## config.mk

```make
export PLATFORM = sky130hd
export DESIGN_NAME = coin_acceptor_flat
export DESIGN_NICKNAME = d
export VERILOG_FILES = /design/src/rtl/wm_pkg.sv /design/src/rtl/coin_acceptor_if.sv /design/src/rtl/coin_debouncer.sv /design/src/rtl/coin_acceptor.sv /design/src/flat_wrapper.sv
export SDC_FILE = /design/constraint.sdc
export NUM_CORES = 1
export LEC_CHECK = 0
export ABC_AREA = 0
export CORE_ASPECT_RATIO = 0.75
export CORE_UTILIZATION = 53
export CTS_BUF_LIST = sky130_fd_sc_hd__clkbuf_16
export DETAILED_ROUTE_END_ITERATION = 10
export HOLD_SLACK_MARGIN = 0.12
export PLACE_DENSITY = 0.78
export SYNTH_ARGS = -nofsm -noshare
export SYNTH_HDL_FRONTEND = slang
export SYNTH_HIERARCHICAL = 1
export SYNTH_SLANG_ARGS = --single-unit
```

## constraint.sdc

```tcl
create_clock -name clock -period 2.6 [get_ports clock]
set_input_delay 0.78 -clock clock [delete_from_list [all_inputs] [get_ports clock]]
set_output_delay 0.78 -clock clock [all_outputs]
set_load 0.02 [all_outputs]
```

## src/rtl/wm_pkg.sv

```systemverilog
// Shared definitions for the wash-machine coin acceptor: the acceptor state
// enumeration and the default parameter values used by every file of the block.
package wm_pkg;

  typedef enum logic [1:0] {
    IDLE    = 2'd0,
    COLLECT = 2'd1,
    PAID    = 2'd2,
    REFUND  = 2'd3
  } state_t;

  localparam int CREDIT_W            = 4;
  localparam int DEF_PRICE           = 4;
  localparam int DEF_DEBOUNCE_CYCLES = 8;
  localparam int DEF_REFUND_ON       = 3;
  localparam int DEF_MAX_CREDIT      = 15;

endpackage

```

## src/rtl/coin_acceptor_if.sv

```systemverilog
// Signal bundle between the coin acceptor and its environment (coin sensor,
// user panel, wash controller, reject gate and return solenoid).
interface coin_acceptor_if;
  import wm_pkg::*;

  // Handshake: consume is a one-cycle strobe from the wash controller, acted on
  // only while coin is high; coin_reject is a one-cycle strobe to the reject
  // gate; cancel is a synchronous level sampled on every rising clock edge.
  logic                coin_in;
  logic                cancel;
  logic                consume;
  logic                coin;
  logic [CREDIT_W-1:0] credit;
  logic                coin_reject;
  logic                refund_pulse;
  logic                refund_busy;
  state_t              state_dbg;

  modport master (
    output coin_in, cancel, consume,
    input  coin, credit, coin_reject, refund_pulse, refund_busy, state_dbg
  );

  modport slave (
    input  coin_in, cancel, consume,
    output coin, credit, coin_reject, refund_pulse, refund_busy, state_dbg
  );

endinterface

```

## src/rtl/coin_debouncer.sv

```systemverilog
// Two-flop synchronizer plus debounce for the raw coin sensor. Emits a
// single-cycle accept once per sufficiently long high level.
module coin_debouncer #(
  parameter int DEBOUNCE_CYCLES = wm_pkg::DEF_DEBOUNCE_CYCLES
) (
  input  logic clock,
  input  logic reset,
  input  logic coin_in,
  output logic accept
);

  localparam int            CW   = $clog2(DEBOUNCE_CYCLES + 1);
  localparam logic [CW-1:0] LAST = CW'(DEBOUNCE_CYCLES - 1);

  logic          sync1;
  logic          sync2;
  logic          armed;
  logic [CW-1:0] cnt;

  // armed: waiting for a long high; otherwise waiting for a long low to re-arm.
  // The counter only advances while sync2 shows the level currently awaited.
  always_ff @(posedge clock or posedge reset) begin
    if (reset) begin
      sync1  <= 1'b0;
      sync2  <= 1'b0;
      armed  <= 1'b1;
      cnt    <= '0;
      accept <= 1'b0;
    end else begin
      sync1  <= coin_in;
      sync2  <= sync1;
      accept <= 1'b0;
      if (sync2 == armed) begin
        if (cnt == LAST) begin
          cnt    <= '0;
          armed  <= ~armed;
          accept <= armed;
        end else begin
          cnt <= cnt + 1'b1;
        end
      end else begin
        cnt <= '0;
      end
    end
  end

endmodule

```

## src/rtl/coin_acceptor.sv

```systemverilog
// Coin acceptor: counts debounced coins into a saturating credit, signals
// payment to the wash controller and pays change/cancelled credit back in pulses.
module coin_acceptor
  import wm_pkg::*;
#(
  parameter int PRICE           = DEF_PRICE,
  parameter int DEBOUNCE_CYCLES = DEF_DEBOUNCE_CYCLES,
  parameter int REFUND_ON       = DEF_REFUND_ON,
  parameter int MAX_CREDIT      = DEF_MAX_CREDIT
) (
  input logic            clock,
  input logic            reset,
  coin_acceptor_if.slave bus
);

  localparam int                  RW      = $clog2(REFUND_ON + 1);
  localparam logic [RW-1:0]       R_LAST  = RW'(REFUND_ON - 1);
  localparam logic [CREDIT_W-1:0] PRICE_C = CREDIT_W'(PRICE);
  localparam logic [CREDIT_W-1:0] MAX_C   = CREDIT_W'(MAX_CREDIT);

  state_t              state_q, state_n;
  logic [CREDIT_W-1:0] credit_q, credit_n, credit_after;
  logic                phase_hi_q, phase_hi_n;
  logic [RW-1:0]       rcnt_q, rcnt_n;
  logic                reject_q, reject_n;
  logic                accept;
  logic                take;

  coin_debouncer #(.DEBOUNCE_CYCLES(DEBOUNCE_CYCLES)) u_debouncer (
    .clock   (clock),
    .reset   (reset),
    .coin_in (bus.coin_in),
    .accept  (accept)
  );

  always_ff @(posedge clock or posedge reset) begin
    if (reset) begin
      state_q    <= IDLE;
      credit_q   <= '0;
      phase_hi_q <= 1'b0;
      rcnt_q     <= '0;
      reject_q   <= 1'b0;
    end else begin
      state_q    <= state_n;
      credit_q   <= credit_n;
      phase_hi_q <= phase_hi_n;
      rcnt_q     <= rcnt_n;
      reject_q   <= reject_n;
    end
  end

  always_comb begin
    state_n      = state_q;
    credit_n     = credit_q;
    phase_hi_n   = phase_hi_q;
    rcnt_n       = rcnt_q;
    take         = accept && (state_q != REFUND) && (credit_q < MAX_C);
    reject_n     = accept && !take;
    credit_after = take ? credit_q + 1'b1 : credit_q;

    case (state_q)
      IDLE: begin
        credit_n = credit_after;
        if (credit_after >= PRICE_C)    state_n = PAID;
        else if (credit_after != '0)    state_n = COLLECT;
      end
      COLLECT: begin
        // A coin landing on the cancel edge is already in credit_after, so it is refunded.
        credit_n = credit_after;
        if (bus.cancel) begin
          state_n    = REFUND;
          phase_hi_n = 1'b1;
          rcnt_n     = '0;
        end else if (credit_after >= PRICE_C) begin
          state_n = PAID;
        end
      end
      PAID: begin
        if (bus.consume) begin
          credit_n = credit_after - PRICE_C;
          state_n  = (credit_after == PRICE_C) ? IDLE : REFUND;
        end else begin
          credit_n = credit_after;
          if (bus.cancel) state_n = REFUND;
        end
        phase_hi_n = 1'b1;
        rcnt_n     = '0;
      end
      REFUND: begin
        if (rcnt_q == R_LAST) begin
          rcnt_n = '0;
          if (phase_hi_q) begin
            phase_hi_n = 1'b0;
            if (credit_q != '0) credit_n = credit_q - 1'b1;
          end else if (credit_q == '0) begin
            state_n = IDLE;
          end else begin
            phase_hi_n = 1'b1;
          end
        end else begin
          rcnt_n = rcnt_q + 1'b1;
        end
      end
      default: state_n = IDLE;
    endcase
  end

  assign bus.coin         = (state_q == PAID);
  assign bus.credit       = credit_q;
  assign bus.coin_reject  = reject_q;
  assign bus.refund_pulse = (state_q == REFUND) && phase_hi_q;
  assign bus.refund_busy  = (state_q == REFUND);
  assign bus.state_dbg    = state_q;

endmodule

```

## src/flat_wrapper.sv

```systemverilog
// flat-port wrapper written by rule: the top's interface ports become plain ports
module coin_acceptor_flat import wm_pkg::*;
#(
  parameter int PRICE           = DEF_PRICE,
  parameter int DEBOUNCE_CYCLES = DEF_DEBOUNCE_CYCLES,
  parameter int REFUND_ON       = DEF_REFUND_ON,
  parameter int MAX_CREDIT      = DEF_MAX_CREDIT
)
  (clock, reset, bus_coin_in, bus_cancel, bus_consume, bus_coin, bus_credit, bus_coin_reject, bus_refund_pulse, bus_refund_busy, bus_state_dbg);
  coin_acceptor_if bus_i ();
  input logic clock;
  input logic reset;
  input wire logic [$bits(bus_i.coin_in)-1:0] bus_coin_in;
  input wire logic [$bits(bus_i.cancel)-1:0] bus_cancel;
  input wire logic [$bits(bus_i.consume)-1:0] bus_consume;
  output wire logic [$bits(bus_i.coin)-1:0] bus_coin;
  output wire logic [$bits(bus_i.credit)-1:0] bus_credit;
  output wire logic [$bits(bus_i.coin_reject)-1:0] bus_coin_reject;
  output wire logic [$bits(bus_i.refund_pulse)-1:0] bus_refund_pulse;
  output wire logic [$bits(bus_i.refund_busy)-1:0] bus_refund_busy;
  output wire logic [$bits(bus_i.state_dbg)-1:0] bus_state_dbg;
  assign bus_i.coin_in = bus_coin_in;
  assign bus_i.cancel = bus_cancel;
  assign bus_i.consume = bus_consume;
  assign bus_coin = bus_i.coin;
  assign bus_credit = bus_i.credit;
  assign bus_coin_reject = bus_i.coin_reject;
  assign bus_refund_pulse = bus_i.refund_pulse;
  assign bus_refund_busy = bus_i.refund_busy;
  assign bus_state_dbg = bus_i.state_dbg;
  coin_acceptor #(.PRICE(PRICE), .DEBOUNCE_CYCLES(DEBOUNCE_CYCLES), .REFUND_ON(REFUND_ON), .MAX_CREDIT(MAX_CREDIT)) u_core (.clock(clock), .reset(reset), .bus(bus_i));
endmodule
```

# Yosys cells after proc, flatten, opt, wreduce, memory -nomap -nowiden
# Cells that the tools add are included.
totals:
  regBits: 18
  input_bits: 5
  output_inout_bits: 10
  word_cells: 80
op_classes:
  add_sub_neg: 5
  n_lt_le_gt_ge: 2
  eq_ne: 17
  mux: 29
  n_bitwise: 1
  reduce_logical: 16
ops:
  columns: ["operator", "n"]
  rows:
  - ["two-way mux 4 bit", 7]
  - ["two-way mux 2 bit", 12]
  - ["case mux 4 bit (3 select lines)", 1]
  - ["adder 4 x 1 -> 4 bit, second input constant", 2]
  - ["== test 4 x 3 -> 1 bit, second input constant", 2]
  - ["!= test 2 x 1 -> 1 bit, second input constant", 4]
  - ["case mux 2 bit (4 select lines)", 1]
  - ["nonzero test 4 bit", 2]
  - ["== test 2 bit, second input constant", 3]
  - ["two-way mux 1 bit", 6]
  - ["!= test 2 bit, second input constant", 3]
  - ["case mux 2 bit (3 select lines)", 1]
  - ["AND reduction 3 bit", 2]
  - ["AND reduction 6 bit", 1]
  - [">= comparator 4 x 3 -> 1 bit, second input constant", 1]
  - ["logical AND 1 bit", 4]
  - ["logical NOT 4 bit", 1]
  - ["< comparator 4 bit, second input constant", 1]
  - ["AND reduction 2 bit", 2]
  - ["subtractor 4 x 1 -> 4 bit, second input constant", 1]
  - ["subtractor 4 x 3 -> 4 bit, second input constant", 1]
  - ["!= test 3 x 1 -> 1 bit, second input constant", 1]
  - ["!= test 3 x 2 -> 1 bit, second input constant", 1]
  - ["!= test 3 bit, second input constant", 1]
  - ["other kinds (9)", 9]

# Logic depth before layout (Yosys ltp)
depth:
  depth_word: 8
  depth_mapped: 8
  depth_no_buf: 8

# Hierarchy
# The synthesis kept the hierarchy.
by_module_without_submodules:
  columns: ["mod", "instances", "cells_each", "area_each_um2", "seq_area_each_um2"]
  rows:
  - ["coin_acceptor", 1, 89, 777.0, 250.2]
  - ["coin_debouncer", 1, 23, 314.1, 201.4]

# Worst setup path after synthesis
# Ideal clock, no wire load.
synth_timing:
  path_type: "flip-flop to output port"
  from: "reg u_core.state_q[1], in the netlist u_core/bus.state_dbg[1]"
  to: "out bus_coin"
  arrival_time_ps: 1195
  required_ps: 1820
  setup_slack_ps: 625
  stages_incl_launch_ff: 4
  path_buffers: 1
  path_cell_list: "dfrtp_1 -> buf_1 -> inv_1 -> nor2_1"
synth_via:
  elab_chain_cells: 1
synth_lines:
  columns: ["item", "line_no", "source"]
  rows:
  - ["start, declared", "coin_acceptor.sv:21", "state_t state_q, state_n;"]
  - ["start signal, assigned", "coin_acceptor.sv:44", "state_q <= state_n;"]
  - ["== test 2 bit", "coin_acceptor.sv:108", "assign bus.coin = (state_q == PAID);"]
  - ["end, declared", "flat_wrapper.sv:16", "output wire logic [$bits(bus_i.coin)-1:0] bus_coin;"]
# Every way passes these cells.

# Worst setup path after layout
layout_timing:
  from: "reg u_core.state_q[0], in the netlist u_core/bus.state_dbg[0]"
  to: "out bus_refund_pulse"
layout_via:
  elab_chain_cells: 2
layout_lines:
  columns: ["item", "line_no", "source"]
  rows:
  - ["== test 2 bit", "coin_acceptor.sv:111", "assign bus.refund_pulse = (state_q == REFUND) && phase_hi_q;"]
  - ["logical AND 1 bit", "coin_acceptor.sv:111", null]
  - ["end, declared", "flat_wrapper.sv:19", "output wire logic [$bits(bus_i.refund_pulse)-1:0] bus_refund_pulse;"]
# Every way passes these cells.

==> impl_metrics.json <==
{
  "finalCriticalPeriod_ns": 2.42,
  "maxSlewHeadroom_pct": 65.9,
  "die_h_um": 41.3,
  "hold_viol_final": 0,
  "antenna_cells": 0,
  "clock_sinks": 18,
  "maxCapViolations": 0,
  "wl_um": 2120,
  "cts_made_buffers": 3,
  "dp.cells": 145,
  "ys_ff_latch": 18,
  "skew_ns": 0.00235,
  "ys.flop_type": "dfrtp_1",
  "post_drt_via_cell_ratio": 5.94,
  "tightestPinTransition_ns": 0.506,
  "die_area_mm2": 0.00225,
  "grt_overflow": 0,
  "ys_warn_count": 6,
  "p_leak_nw": 0.598,
  "initial_core_util_pct": 59.4,
  "io_pins": 15,
  "crit_arrival_ns": 1.64,
  "core-area_mm2": 0.00184,
  "synthToLayoutAreaGrowth_pct": 21.1,
  "holdWs_ns": 0.361,
  "layout_setup_ws_ns": 0.177,
  "max_freq_mhz": 413,
  "grt_pass1_wl_um": 3330,
  "cts.htree.levels": 1,
  "tritoncts": "built",
  "place_ws_ns": 0.357,
  "place.gp.congestion": 0.774,
  "fin_tns_setup_ns": 0,
  "rows": 13,
  "wl_per_cell_um": 14.2,
  "synth_edf_count": 0,
  "path_max_fanout": 12,
  "status": "completed",
  "cts_setup_buffers": 0,
  "ys_top_cells_by_area": "dfrtp_1 39%, ha_1 4.6%, a21oi_1 4.1%",
  "portBuffers": 14,
  "ant_nets": 0,
  "report.final.slew_viol_count": 0,
  "postSynthAreaPerCell_um2": 9.74,
  "grt_max_degree": 14,
  "dpl.hpwl_um": 1600,
  "start_kind": "flip-flop",
  "seq_area_frac_synth_pct": 41.4,
  "grt_use_total_pct": 22.6,
  "clkLatencyLatePin_ns": 0.25,
  "syn_nets": 121,
  "yosys.area.top_type": "dfrtp_1",
  "postSynthCellCount": 112,
  "die_w_um": 54.4,
  "drive_gt1_share_pct": 9.45,
  "grt_pass1_vias": 705,
  "setup_violations": 0,
  "antenna_found_initial": 0,
  "yosys-top-cells-count": "17 x dfrtp_1, 9 x a21oi_1, 9 x inv_1, 9 x nor2_1, 6 x nand2_1",
  "final-instance-count-excl-fill": 149,
  "hold_class": "reg -> reg",
  "clk_pin_slew_ns": 0.05,
  "rsz0062_at_grt": "false",
  "vdd_drop_max_v": 0.000971,
  "clock_path_buffers": 2,
  "async_reset_ff_share_pct": 100,
  "synth.cell_area_mm2": 0.00109,
  "crit_type": "reg -> out",
  "vias": 885,
  "drtIter0Drc": 26,
  "yosysMostFrequentCell": "dfrtp_1",
  "crit_required_ns": 1.82,
  "drc": 0,
  "place_area_mm2": 0.00124,
  "final_area_mm2": 0.00132,
  "powerDensity_mw_per_mm2": 1290,
  "clockRootBuffer": "clkbuf_16",
  "synth_top_area_share_pct": 39.0,
  "fin_nets": 137,
  "finalCritPeriodShare_pct": 93.2,
  "ys_types": 46,
  "dr.pass1.iters": 4,
  "endpoint_kind": "primary output"
}
## layout make-up
cell class	instances	area [um^2]
Clock buffer	3	75.1
Clock inverter	1	3.75
Fill cell	116	517
Inverter	9	33.8
Multi-Input combinational cell	81	581
Sequential cell	18	453
Tap cell	22	27.5
Timing Repair Buffer	15	148
## routing by layer
layer / share of wire (%) / wire length (um) / vias up / GRT usage (%)
met5: 0 / 0 / - / 0
met2: 42 / 885 / 27 / 31.1
met3: 6.5 / 137 / 2 / 7.61
li1: - / - / 443 / -
met1: 51 / 1070 / 413 / 32.8
met4: 0.85 / 18 / 0 / 7.69
## kinds of logic after synthesis
group / count (synthesis) / share of synthesized area [%]
mux: 3 / 2.87
fa+ha+maj: 4 / 4.59
flops: 18 / 41.4
buf+inv: 13 / 5.39
xor+xnor: 5 / 4.01
compound gates: 32 / 22.7
simple gates: 37 / 19.0
## per-stage QoR
step / total power [mW] / utilization [%]
after floorplan: 1.13 / -
after global placement: 1.36 / 67.5
after detailed placement: 1.38 / 67.5
after CTS: 1.70 / 71.8
after global routing: 1.82 / 71.9
final: 1.70 / 71.9
## cell usage in the layout (no fill, tap or decap), drive strengths merged, types with 2 or more instances in the layout
master         count
dfrtp             17
nand4              2
a21oi              9
and2               4
ha                 4
clkbuf             3
xor2               2
o21ai              5
nor2               9
xnor2              3
inv                9
a221oi             2
a31oi              2
o22ai              2
a21o               2
and3               3
clkdlybuf4s50     14
nand2              6
mux2i              2
nor3               2
## worst max-delay path, cell delays in order, from the launching register on
cell,delay [ns]
dfrtp_1,0.56
and3_1,0.23
clkdlybuf4s50_1,0.61
## registers in the layout (all words and copies together), names as in the netlist
register	count
u_core/bus.coin_reject	1
u_core/bus.credit	4
u_core/bus.state_dbg	2
u_core/phase_hi_q	1
u_core/rcnt_q	2
u_core/u_debouncer/accept	1
u_core/u_debouncer/armed	1
u_core/u_debouncer/cnt	4
u_core/u_debouncer/sync1	1
u_core/u_debouncer/sync2	1
## final timing paths
check,startpoint,to,slack [ns],depth (start not counted)
hold reg to reg,u_core/u_debouncer/sync1,u_core/u_debouncer/sync2,0.36,0
setup reg to reg,u_core/bus.state_dbg[0],u_core/bus.credit[3],0.47,7
hold / removal,u_core/u_debouncer/sync1,u_core/u_debouncer/sync2,0.36,0
setup / recovery,u_core/bus.state_dbg[0],bus_refund_pulse,0.18,2
max in group asynchronous,reset,u_core/bus.state_dbg[1],1.44,2
min in group asynchronous,reset,u_core/u_debouncer/accept,0.81,2
## where the power goes
part,leakage [nW],switching [mW],total [mW],internal (mW)
clock,0.0385,0.101,0.306,0.204
combinational,0.340,0.440,0.856,0.416
sequential,0.219,0.160,0.539,0.379
total,0.598,0.701,1.70,0.999
## timing repair
item                       CTS  global route
resized for setup            0             1
setup endpoints to repair    0             1
hold buffers                 0             0
Note: power is estimated with default switching activity, not from simulation.
